`src/rtl/pulse_period_meter.sv`:
```
// pulse_period_meter: synchronises a pulse train and measures period and high time in clk cycles.
module pulse_period_meter #(
   parameter int WIDTH       = 16,
   parameter int SYNC_STAGES = 2
) (
   input  logic             clk,
   input  logic             rst_n,
   input  logic             signal_in,
   input  logic             enable,
   input  logic             clear,
   output logic [WIDTH-1:0] period,
   output logic [WIDTH-1:0] high_time,
   output logic             valid,
   output logic             overflow,
   output logic [7:0]       edge_count
);
   typedef enum logic [1:0] {IDLE, MEASURE, STALLED} state_t;
   localparam logic [WIDTH-1:0] MAX = '1;
   state_t                 r_state;
   logic [SYNC_STAGES-1:0] r_sync;
   logic                   r_hist;
   logic                   r_fell;
   logic [WIDTH-1:0]       r_cnt;
   logic [WIDTH-1:0]       r_hcnt;
   logic                   w_sync_out;
   logic                   w_rise;
   assign w_sync_out = r_sync[SYNC_STAGES-1];
   assign w_rise     = w_sync_out & ~r_hist;
   always_ff @(posedge clk or negedge rst_n)
      if (!rst_n) begin
         r_sync <= '0;
         r_hist <= 1'b0;
      end else begin
         r_sync <= {r_sync[SYNC_STAGES-2:0], signal_in};
         r_hist <= w_sync_out;
      end
   always_ff @(posedge clk or negedge rst_n)
      if (!rst_n) begin
         r_state    <= IDLE;
         r_fell     <= 1'b0;
         r_cnt      <= '0;
         r_hcnt     <= '0;
         period     <= '0;
         high_time  <= '0;
         valid      <= 1'b0;
         overflow   <= 1'b0;
         edge_count <= '0;
      end else begin
         valid <= 1'b0;
         if (clear) begin
            r_state    <= IDLE;
            r_fell     <= 1'b0;
            r_cnt      <= '0;
            r_hcnt     <= '0;
            overflow   <= 1'b0;
            edge_count <= '0;
         end else if (!enable) begin
            r_state <= IDLE;
         end else if (w_rise) begin
            if (r_state == MEASURE) begin
               period    <= r_cnt;
               high_time <= r_hcnt;
               valid     <= 1'b1;
            end
            r_cnt      <= WIDTH'(1);
            r_hcnt     <= WIDTH'(1);
            r_fell     <= 1'b0;
            edge_count <= edge_count + 8'd1;
            r_state    <= MEASURE;
         end else if (r_state == MEASURE) begin
            // high time stops at the first fall; later high cycles in the period are ignored
            if (r_cnt == MAX) begin
               overflow <= 1'b1;
               r_state  <= STALLED;
            end else begin
               r_cnt  <= r_cnt + WIDTH'(1);
               r_fell <= r_fell | ~w_sync_out;
               if (w_sync_out && !r_fell && r_hcnt != MAX) r_hcnt <= r_hcnt + WIDTH'(1);
            end
         end
      end
endmodule
```
`config.mk`:
```
export PLATFORM = sky130hd
export DESIGN_NAME = pulse_period_meter
export DESIGN_NICKNAME = d
export VERILOG_FILES = /design/src/rtl/pulse_period_meter.sv
export SDC_FILE = /design/constraint.sdc
export NUM_CORES = 1
export LEC_CHECK = 0
export BUFFER_PORTS_ARGS = -buffer_cell sky130_fd_sc_hd__buf_2
export CAP_MARGIN = 10
export CELL_PAD_IN_SITES_DETAIL_PLACEMENT = 0
export CELL_PAD_IN_SITES_GLOBAL_PLACEMENT = 1
export CORE_ASPECT_RATIO = 0.7
export CORE_MARGIN = 2
export CORE_UTILIZATION = 45
export CTS_CLUSTER_DIAMETER = 80
export CTS_CLUSTER_SIZE = 40
export DETAILED_ROUTE_END_ITERATION = 7
export PLACE_DENSITY = 0.77
export SKIP_LAST_GASP = 1
export SYNTH_ARGS = -nofsm -noshare
export SYNTH_HDL_FRONTEND = slang
export SYNTH_SLANG_ARGS = --single-unit
```
`constraint.sdc`:
```
create_clock -name clk -period 6.8 [get_ports clk]
set_input_delay 0.34 -clock clk [delete_from_list [all_inputs] [get_ports clk]]
set_output_delay 0.34 -clock clk [all_outputs]
set_load 0.005 [all_outputs]
```
==> impl_metrics.ini, run 1 <==
[outcome]
status = finished clean

[synth]
dominantRegCellSynth = dfrtp_1
syn_nets = 346
yosys_warnings = 0
ys_seq_area_frac = 0.5437
synth-simple-area-share = 0.1468
synth_top_family_by_area = compound AO/OA/AOI/OAI gates
async_flop_share = 1.000
synth_compound_gate_area_share = 0.1536
muxShareOfSynthArea = 0.1006
synthAdderAreaFrac = 0.01019
synthXorXnorAreaFrac = 0.01427
syn_area_per_cell_um2 = 10.89
yosys_register_bits = 80
syn_inst = 338
synth-edff-count = 0
netlist_area_um2 = 3682
yosysUniqueCellTypes = 44

[detailed_routing]
drtIter0Drc = 187
vias_per_cell = 5.800
drt_first_pass_iters = 4
maxUsedRoutingLayer = met4
wl_met2_mm = 3.399
ant_nets = 0
wl_per_cell_um = 16.72
drc = 0
dr_total_vias = 2784
wl_met3_um = 531
wl_met1_mm = 4.004
wirelength_mm = 8.026

[timing]
maxSlewViolCount = 0
tightestPinTransition_ns = 0.9827
rsz0062_at_grt = false
slew_headroom = 0.3362
fmax_mhz = 381.0
fin_skew_ns = 0.004116
post-route-min-period_ns = 2.625
fin_ws_ns = 4.175
fin_hold_ws_ns = 0.1191
finalHoldViolCount = 0
tns_ns = 0
period_share = 0.3860
setup_viol = 0

[placement]
place_area_um2 = 3980
dp_slack_ns = 4.205
port_buffers = 46
place_hpwl_mm = 5.235
gp_congestion = 0.8088

[setup_path]
required_ns = 7.02
worstSetupPathType = flop to flop
crit_path_start_kind = flop
crit_fanout = 25
end_kind = flop
arrival_ns = 2.85

[power_and_ir_drop]
power_density_nw_per_um2 = 228.8
vdd_drop_max_mv = 0.1437
p_leak_nw = 2.087

[final_layout]
layout_commonest_cell = dfrtp_1
nNetsFinal = 387
final_cell_area_um2 = 4218
n_antenna_cell = 0
drive_above_1_share = 0.2559
layout_common_cells = 80 x dfrtp_1, 45 x buf_2, 31 x mux2_2
area_growth_syn_to_layout_pct = 14.54

[floorplan]
initial_core_util = 0.4658
die_area_um2 = 8934
core_um2 = 7905
fp.dieH_um = 79.69
pin_count = 47
rows = 27
die_w_um = 112.1

[cts]
clkLatencyLatePin_ns = 0.33
htree_num_levels = 3
cts_tree = yes
cts_root_buf = clkbuf_16
cts-buffers-inserted = 9
holdBufCountCts = 0
postCtsSetupRepairBufs = 0
cts_resized = 0
cts_sinks = 80
clock_path_buffers = 2
clkTransAtPathRegs_ns = 0.06

[global_routing]
grt_pass1_wl_mm = 13.70
grt_pass1_vias = 2630
antenna_found_initial = 0
grt_use_total = 0.1962
grt_overflow = 0
grt_max_degree = 81

[run]
cap_viol_max_count = 0

[worst_hold_path]
hold_class = input pin to flop
## layout make-up
| class | instances | area (µm²) |
|---|---|---|
| Clock inverter | 2 | 12.51 |
| Multi-Input combinational cell | 232 | 1567 |
| Sequential cell | 80 | 2002 |
| Tap cell | 101 | 126.4 |
| Fill cell | 710 | 3687 |
| Clock buffer | 9 | 225.2 |
| Timing Repair Buffer | 50 | 262.8 |
| Inverter | 6 | 22.52 |
## synth_stat cells (2+ instances only)
master    number  share of area
buf_4          3         0.0061
nand2b_1       7          0.012
buf_2          3         0.0041
and2_1         3         0.0051
a21oi_1       13          0.018
clkbuf_1      13          0.013
a31oi_1       23          0.039
nor2b_1        3         0.0051
inv_1          6         0.0061
or3_1          5         0.0085
o21ai_1        2         0.0027
nand3_1       10          0.014
nor2_1        20          0.020
or3b_2         2         0.0048
nand4_1       12          0.020
and3_1        10          0.017
o21a_1         4         0.0082
o21ai_0       27          0.037
nor3_1         4         0.0054
nand2_1       18          0.018
mux2_2        31          0.095
o31ai_1        8          0.016
xor2_1         5          0.012
and4_1         2         0.0048
ha_1           3          0.010
o31a_1         2         0.0048
a21o_1         2         0.0041
dfrtp_1       80           0.54
o41ai_1        2         0.0048
## critical path, stage by stage, from the launching register on
cell      delay [ns]
dfrtp_1         0.46
ha_1            0.25
nand4_1         0.15
or4b_4          0.61
a311oi_4        0.35
buf_4           0.33
mux2_2          0.36
## state kept, by name, indices dropped and copies added (netlist names)
signal,cells
r_hcnt,16
r_sync,2
r_hist,1
r_fell,1
period,16
overflow,1
edge_count,8
r_cnt,16
r_state,2
valid,1
high_time,16
## final timing paths
path / slack [ns] / cells past startpoint / start / to
setup reg to reg: 4.18 / 6 / r_cnt[0] / r_fell
min in group asynchronous: 0.16 / 1 / rst_n / period[4]
setup / recovery: 4.18 / 6 / r_cnt[0] / r_fell
hold reg to reg: 0.35 / 0 / r_sync[0] / r_sync[1]
max in group asynchronous: 5.99 / 1 / rst_n / r_sync[0]
hold / removal: 0.12 / 1 / signal_in / r_sync[0]
## through the flow
stage | utilization | instances | power [mW]
2_1_floorplan | - | 338 | 0.5398
3_3_place_gp | 0.5035 | 469 | 0.5640
3_5_place_dp | 0.5035 | 469 | 0.5656
4_1_cts | 0.5336 | 480 | 0.9760
5_1_grt | 0.5336 | 480 | 1.006
6_report | 0.5336 | 480 | 0.9650
## where the power goes
part | internal [mW] | leakage, nW | switching (mW)
clock network | 0.236 | 0.115 | 0.174
registers | 0.487 | 1.10 | 0.0110
logic | 0.0198 | 0.869 | 0.0376
## cell families after synthesis
logic type,Yosys count
simple gates,101
compound gates,89
flops,80
mux,33
buf+inv,26
xor+xnor,6
fa+ha+maj,3
## routing by layer
layer  GRT usage  up-vias
li1            -     1324
met1      0.2895     1377
met2      0.2741       77
met3     0.05239        6
met4     0.07683        0
met5           0        -
Power figures use the tool's default switching activity.
==> inputs of run 2 (changes only) <==
Clock period 6.8 ns to 2.6 ns, I/O delays scaled along.
==> impl_metrics.ini, run 2 (synthesized netlist as in run 1, its figures left out) <==
[cts]
cts-buffers-inserted = 9
clkLatencyLatePin_ns = 0.34
clkTransAtPathRegs_ns = 0.06
htree_num_levels = 3
cts_root_buf = clkbuf_16
cts_sinks = 80
postCtsSetupRepairBufs = 0
cts_tree = yes
clock_path_buffers = 2

[timing]
period_share = 0.9078
rsz0062_at_grt = false
tightestPinTransition_ns = 0.9941
tns_ns = 0
fin_skew_ns = 0.008779
fmax_mhz = 423.7
setup_viol = 0
post-route-min-period_ns = 2.360
maxSlewViolCount = 0
finalHoldViolCount = 80
slew_headroom = 0.3373
fin_hold_ws_ns = -0.04244

[global_routing]
grt_use_total = 0.1979
antenna_found_initial = 0
grt_pass1_wl_mm = 13.79
grt_max_degree = 81
grt_overflow = 0
grt_pass1_vias = 2673

[detailed_routing]
wirelength_mm = 8.206
drc = 0
wl_met2_mm = 3.450
wl_per_cell_um = 16.48
vias_per_cell = 5.633
maxUsedRoutingLayer = met4
wl_met3_um = 511
dr_total_vias = 2805
wl_met1_mm = 4.139
drt_first_pass_iters = 4
drtIter0Drc = 206
ant_nets = 0

[final_layout]
area_growth_syn_to_layout_pct = 18.96
multi_input_area_um2 = 1567
drive_above_1_share = 0.2821
nNetsFinal = 400
layout_commonest_cell = dfrtp_1
seqCellArea_um2 = 2002
fillCellCount = 715
layout_common_cells = 80 x dfrtp_1, 45 x buf_2, 31 x mux2_2
n_antenna_cell = 0

[power_and_ir_drop]
vdd_drop_max_mv = 0.4111
power_density_nw_per_um2 = 626.4
p_leak_nw = 2.187

[floorplan]
core_um2 = 7905
rows = 27
die_area_um2 = 8934
initial_core_util = 0.4658
fp.dieH_um = 79.69
die_w_um = 112.1
pin_count = 47

[setup_path]
worstSetupStartpoint = r_cnt[0]
required_ns = 2.82
worstSetupPathType = flop to flop
end_kind = flop
rr_startpoint = r_cnt[0]
crit_path_start_kind = flop
arrival_ns = 2.58
crit_fanout = 7

[outcome]
status = finished, violations left
violations = hold timing

[worst_hold_path]
hold_class = input pin to async pin

[placement]
port_buffers = 46
place_hpwl_mm = 5.431
gp_congestion = 0.8371

[run]
cap_viol_max_count = 0
==> run 2: final cells by class <==
cell class,count,area share
inverter,6,0.005141
sequential,80,0.4570
timing repair buffer,63,0.08283
multi-input combinational,232,0.3576
tap,101,0.02885
clock inverter,3,0.009140
clock buffer,13,0.05941
==> run 2: metal layers <==
| metal | global-route usage | up-vias |
|---|---|---|
| met3 | 0.05315 | 8 |
| met2 | 0.2777 | 83 |
| li1 | - | 1359 |
| met1 | 0.2916 | 1355 |
| met4 | 0.07683 | 0 |
| met5 | 0 | - |
==> run 2: report_power, final <==
group | internal (mW) | leakage [nW] | switching (mW) | total [mW]
registers | 1.27 | 1.10 | 0.0249 | 1.30
clock network | 0.793 | 0.150 | 0.476 | 1.27
logic | 0.0660 | 0.934 | 0.110 | 0.176
==> run 2: through the flow <==
step           utilization  area, µm²  worst slack [ns]  cells  power [mW]
2_1_floorplan            -       3682            0.3621    338       1.412
3_3_place_gp        0.5149       4070            0.3138    481       1.496
3_5_place_dp        0.5149       4070            0.2375    481       1.498
4_1_cts             0.5541       4380            0.2214    498       2.790
5_1_grt             0.5541       4380            0.1039    498       2.860
6_report            0.5541       4380            0.2398    498       2.744
==> run 2: final timing paths <==
| check | endpoint | slack (ns) | cells after the start |
|---|---|---|---|
| min in group clk | r_state[1] | 0.10 | 2 |
| worst min register to register | r_sync[1] | 0.35 | 0 |
| worst max-delay path | r_fell | 0.24 | 6 |
| worst min-delay path | r_cnt[6] | -0.04 | 1 |
| worst max register to register | r_fell | 0.24 | 6 |
| max in group asynchronous | period[15] | 2.01 | 1 |
==> run 2: critical path: stages (launching register included) <==
cell	delay (ns)
dfrtp_1	0.35
ha_1	0.22
nand4_1	0.15
or4b_4	0.61
a311oi_4	0.39
buf_4	0.21
mux2_2	0.32
==> run 2: what timing repair did <==
action / 4_1_cts / 5_1_grt
resized for setup: 0 / 0
hold endpoints to repair: 1 / 0
hold buffers: 1 / 0
